## src/rtl/button_debounce_arbiter.sv

```systemverilog
// button_debounce_arbiter: per-button 2-flop synchronizers feeding one shared
// stability timer. A round-robin FSM (IDLE/TIMING/COMMIT) lends the timer to one
// changed button at a time and commits its level after DELAY_CYCLES stable cycles.
// Optional feature macro: BUTTON_DEBOUNCE_EVENT_EN enables the press/release
// pulse outputs; when undefined they are tied to zero.
module button_debounce_arbiter #(
    parameter int N_BTN        = 4,
    parameter int DELAY_CYCLES = 1000
) (
    input  logic                     clk,
    input  logic                     reset,
    input  logic [N_BTN-1:0]         button_in,
    output logic [N_BTN-1:0]         button_out,
    output logic [N_BTN-1:0]         press_pulse,
    output logic [N_BTN-1:0]         release_pulse,
    output logic                     busy,
    output logic [$clog2(N_BTN)-1:0] sel
);

    localparam int SEL_W = $clog2(N_BTN);
    localparam int CNT_W = $clog2(DELAY_CYCLES);
    localparam logic [CNT_W-1:0] CNT_LAST = CNT_W'(DELAY_CYCLES - 1);
    localparam logic [SEL_W-1:0] SEL_LAST = SEL_W'(N_BTN - 1);

    typedef enum logic [1:0] {
        ST_IDLE,
        ST_TIMING,
        ST_COMMIT
    } state_t;

    state_t             r_state;
    state_t             w_state_next;
    logic [N_BTN-1:0]   r_sync1;
    logic [N_BTN-1:0]   r_sync2;
    logic [N_BTN-1:0]   r_button_out;
    logic [SEL_W-1:0]   r_sel;
    logic [SEL_W-1:0]   r_rr;
    logic               r_target;
    logic [CNT_W-1:0]   r_cnt;
    logic [N_BTN-1:0]   w_cand;
    logic [SEL_W-1:0]   w_pick;
    logic [SEL_W-1:0]   w_sel_next;
    logic               w_bounce;

    // Two-flop synchronizer per raw button input.
    // NOTE: sequential state is written with non-blocking assignments so every
    // flop samples pre-edge values regardless of statement order.
    always_ff @(posedge clk or negedge reset) begin
        if (!reset) begin
            r_sync1 <= '0;
            r_sync2 <= '0;
        end else begin
            r_sync1 <= button_in;
            r_sync2 <= r_sync1;
        end
    end

    // Candidate scan: first changed button at or after the round-robin pointer.
    // NOTE: every combinational output gets a default before the loop so no
    // path leaves it unassigned and no latch is inferred.
    always_comb begin : rr_scan
        int idx;
        w_cand = r_sync2 ^ r_button_out;
        w_pick = r_rr;
        idx    = 0;
        for (int k = N_BTN - 1; k >= 0; k--) begin
            idx = int'(r_rr) + k;
            if (idx >= N_BTN) idx = idx - N_BTN;
            if (w_cand[idx]) w_pick = SEL_W'(idx);
        end
    end

    assign w_bounce   = (r_sync2[r_sel] != r_target);
    assign w_sel_next = (r_sel == SEL_LAST) ? '0 : r_sel + SEL_W'(1);

    // FSM state register.
    always_ff @(posedge clk or negedge reset) begin
        if (!reset) r_state <= ST_IDLE;
        else        r_state <= w_state_next;
    end

    // FSM next-state logic.
    always_comb begin
        w_state_next = r_state;
        case (r_state)
            ST_IDLE:   if (|w_cand) w_state_next = ST_TIMING;
            ST_TIMING: begin
                if (w_bounce)               w_state_next = ST_IDLE;
                else if (r_cnt == CNT_LAST) w_state_next = ST_COMMIT;
            end
            ST_COMMIT: w_state_next = ST_IDLE;
            default:   w_state_next = ST_IDLE;
        endcase
    end

    // FSM outputs: the timer is allocated in every state except IDLE.
    always_comb begin
        busy = (r_state != ST_IDLE);
    end

    // Timer ownership, stability counter, round-robin pointer and committed levels.
    always_ff @(posedge clk or negedge reset) begin
        if (!reset) begin
            r_sel        <= '0;
            r_rr         <= '0;
            r_target     <= 1'b0;
            r_cnt        <= '0;
            r_button_out <= '0;
        end else begin
            case (r_state)
                ST_IDLE: begin
                    if (|w_cand) begin
                        r_sel    <= w_pick;
                        r_target <= r_sync2[w_pick];
                        r_cnt    <= '0;
                    end
                end
                ST_TIMING: begin
                    if (w_bounce)               r_rr  <= w_sel_next;
                    else if (r_cnt != CNT_LAST) r_cnt <= r_cnt + CNT_W'(1);
                end
                ST_COMMIT: begin
                    r_button_out[r_sel] <= r_target;
                    r_rr                <= w_sel_next;
                end
                default: ;
            endcase
        end
    end

    assign button_out = r_button_out;
    assign sel        = r_sel;

`ifdef BUTTON_DEBOUNCE_EVENT_EN
    logic [N_BTN-1:0] r_press;
    logic [N_BTN-1:0] r_release;

    // One-cycle event pulses, aligned with the committed level change.
    always_ff @(posedge clk or negedge reset) begin
        if (!reset) begin
            r_press   <= '0;
            r_release <= '0;
        end else begin
            r_press   <= '0;
            r_release <= '0;
            if (r_state == ST_COMMIT) begin
                if (r_target) r_press[r_sel]   <= 1'b1;
                else          r_release[r_sel] <= 1'b1;
            end
        end
    end

    assign press_pulse   = r_press;
    assign release_pulse = r_release;
`else
    assign press_pulse   = '0;
    assign release_pulse = '0;
`endif

endmodule

```

## config.mk

```make
export PLATFORM = sky130hd
export DESIGN_NAME = button_debounce_arbiter
export DESIGN_NICKNAME = d
export VERILOG_FILES = /design/src/rtl/button_debounce_arbiter.sv
export SDC_FILE = /design/constraint.sdc
export NUM_CORES = 1
export LEC_CHECK = 0
export BUFFER_PORTS_ARGS = -buffer_cell sky130_fd_sc_hd__buf_4
export CORE_ASPECT_RATIO = 1.1
export CORE_MARGIN = 1
export CORE_UTILIZATION = 56
export DETAILED_ROUTE_END_ITERATION = 6
export MAX_ROUTING_LAYER = met4
export PLACE_DENSITY = 0.78
export SKIP_LAST_GASP = 1
export SYNTH_ARGS = -nofsm -noshare
export SYNTH_HDL_FRONTEND = slang
export SYNTH_SLANG_ARGS = --single-unit
```

## constraint.sdc

```tcl
create_clock -name clk -period 2.1 [get_ports clk]
set_clock_uncertainty 0.05 [all_clocks]
set_input_delay 0.315 -clock clk [delete_from_list [all_inputs] [get_ports clk]]
set_output_delay 0.315 -clock clk [all_outputs]
set_load 0.02 [all_outputs]
```

==> results_dict.tcl <==
set metrics [dict create \
    routed.top_layer "met4" \
    powerDensity_nw_per_um2 1130 \
    routabilityCongestion 0.865 \
    post_cts_buffers 0 \
    area_growth_pct 14.4 \
    fmax_mhz 507 \
    cts_buffer_depth 2 \
    synth_compound_area_share_pct 11.9 \
    outcome "completed" \
    cp.required_ps 2280 \
    internal_power_uw 1170 \
    num_antenna_cells 0 \
    setup_viol_count_final 0 \
    postSynthCellCount 144 \
    seqPwrFrac_pct 39.0 \
    grt_max_degree 30 \
    hp-class "input pin to register" \
    synth_area_leader_cell "dfrtp_1" \
    initial_core_util_pct 59.8 \
    final_common_cell "dfrtp_1" \
    drt-total-wl_mm 2.77 \
    io_pins 21 \
    p_clk_share_pct 19.9 \
    crit_path_max_incr_delay_ps 550 \
    timing.final.crit_share_pct 93.8 \
    synth_area_um2 1510 \
    ant_nets 0 \
    clkTransAtPathRegs_ps 100 \
    hold_slack_ps 35.0 \
    synth-simple-area-share_pct 15.9 \
    grt_setup_unrepaired "yes" \
    cts_sinks 29 \
    initialDrtViolationCount 22 \
    max_cap_violations 0 \
    dr_wl_met2_mm 1.33 \
    synth-seq-cells 29 \
    leakagePower_uw 0.000823 \
    ys_seq_area_share_pct 48.2 \
    path_cells "mux4_2 > xor2_2 > a22oi_4 > nand4_1 > xor2_1 > nor2_1" \
    hold_violations 0 \
    grt.total_usage_pct 23.6 \
    critPathKind "register to register" \
    rows 19 \
    place.port_buffers 12 \
    nets 178 \
    syn_avg_cell_area_um2 10.5 \
    routed_via_density 5.57 \
    path_max_fanout 9 \
    synth_top_family_by_area "simple AND/OR/NAND/NOR gates" \
    max_slew_margin_pct 66.5 \
    grt_pass1_wl_mm 4.77 \
    vias 1109 \
    grt_pass1_vias 1079 \
    die_h_um 56.4 \
    synth.mux.area_fraction_pct 5.15 \
    fill_cells 194 \
    period_needed_ps 1970 \
    insertion_delay_ps 340 \
    worstPathArrival_ps 2150 \
    avgRoutedWirePerCell_um 13.9 \
    power.share.combinational_pct 41.1 \
    ys.flop_type "dfrtp_1" \
    synthTopCellsByArea "dfrtp_1 (48%), xor2_1 (5.8%), ha_1 (4.2%)" \
    ys_warn_count 0 \
    cp-start-kind "register" \
    mostFrequentLayoutCells "dfrtp_1 (29), buf_4 (17), nand2_1 (13), nor2_1 (13), xor2_1 (10)" \
    cts_tree "built" \
    drive_gt1_share_pct 20.8 \
    h-tree-depth 2 \
    grt_antenna_before_repair 0 \
    numCtsBuffers 5 \
    power_switching_uw 785 \
    root_buffer "clkbuf_4" \
    slew_viol_final 0 \
    irDropWorstVdd_v 0.000767 \
    core_um2 2520 \
    synth_top_cell_area_share_pct 48.2 \
    dieArea_um2 2900 \
    post-route-drc-count 0 \
    endpoint_kind "register" \
    setup-tns-final_ps 0 \
    synth_xor_area_share_pct 9.22 \
    sw_frac_of_total_pct 40.2 \
    die_w_um 51.5 \
    synth_fa_ha_area_share_pct 4.15 \
    synthArstFlopShare_pct 100 \
    netlist-cell-type-count 36 \
    grt_overflow_total 0 \
    wl_met1_mm 1.29 \
    drtPass1Iterations 4 \
    slowest_stage "mux4_2" \
    worst_slew_pin_slew_ps 496 \
    dp_hpwl_mm 2.04 \
    wl_met3_um 83 \
    synth_edf_count 0 \
]
-- worst max-delay path: cells and delay by family (launching register included) --
family / cells / cell delay, ps
xor gates and xnor gates: 2 / 350
muxes: 1 / 550
AOI/OAI and AO/OA: 1 / 250
DFF: 1 / 450
and+or+nand+nor: 2 / 210
-- cells in the mapped netlist (5+ instances only) --
cell,number
nand4_1,7
buf_4,8
nor2_1,13
o21ai_0,8
ha_1,5
dfrtp_1,29
a21oi_1,6
nand2_1,13
xor2_1,10
-- sequential cells by signal, summed over array words and instances (netlist names) --
register	count
r_cnt	10
button_out	4
r_sync1	4
r_sync2	4
r_rr	2
r_state	2
sel	2
r_target	1
-- kinds of logic after synthesis --
| logic type | Yosys count |
|---|---|
| AO/OA/AOI/OAI | 26 |
| XOR/XNOR | 15 |
| adder cells (fa/ha/maj) | 5 |
| buffers and inverters | 13 |
| flip-flops | 29 |
| multiplexers | 6 |
| other | 1 |
| AND/OR/NAND/NOR | 49 |
-- power groups by stage --
stage | clock network, µW | logic, µW | registers [µW]
final | 388 | 801 | 762
after global routing | 420 | 895 | 775
after CTS | 400 | 796 | 760
after detailed placement | 0 | 790 | 771
after global placement | 0 | 765 | 761
after floorplan | 0 | 542 | 768
-- per-layer routing --
metal | GRT usage [%] | up-vias
met5 | - | -
met4 | 12.4 | 0
met3 | 5.69 | 7
met2 | 35.3 | 25
met1 | 29.7 | 542
li1 | - | 535
-- layout make-up --
cell class,instances,area [µm²],share of cell area [%]
clock buffer,7,65.1,3.78
inverter,4,15.0,0.871
clock inverter,1,5.00,0.290
timing repair buffer,18,138,7.99
sequential,29,726,42.1
tap,31,38.8,2.25
multi-input combinational,109,736,42.7
-- stage by stage --
stage | std cells | util [%] | setup WS [ps] | power (µW) | cell area (µm²)
2_1_floorplan | 151 | - | 116 | 1310 | 1530
3_3_place_gp | 190 | 64.9 | 214 | 1530 | 1640
3_5_place_dp | 190 | 64.9 | 138 | 1560 | 1640
4_1_cts | 199 | 68.1 | 120 | 1950 | 1720
5_1_grt | 199 | 68.4 | -8.28 | 2090 | 1720
6_report | 199 | 68.4 | 129 | 1950 | 1720
-- repair_timing --
action | CTS | global route
setup endpoints to repair | 0 | 3
gates resized for setup | 0 | 1
hold buffers | 1 | 0
hold endpoints to repair | 29 | 0
-- path summary, 6_finish.rpt --
path	cells past startpoint	startpoint	to	slack (ps)
hold / removal	1	button_in[3]	r_sync1[3]$_DFF_PN0_	30
setup / recovery	6	sel[1]$_DFFE_PN0P_	r_cnt[5]$_DFFE_PN0P_	130
setup reg to reg	6	sel[1]$_DFFE_PN0P_	r_cnt[5]$_DFFE_PN0P_	130
min in group asynchronous	2	reset	r_rr[0]$_DFFE_PN0P_	360
max in group asynchronous	2	reset	r_sync1[2]$_DFF_PN0_	1350
hold reg to reg	0	r_sync1[0]$_DFF_PN0_	r_sync2[0]$_DFF_PN0_	300
(Power assumes the default switching activity.)
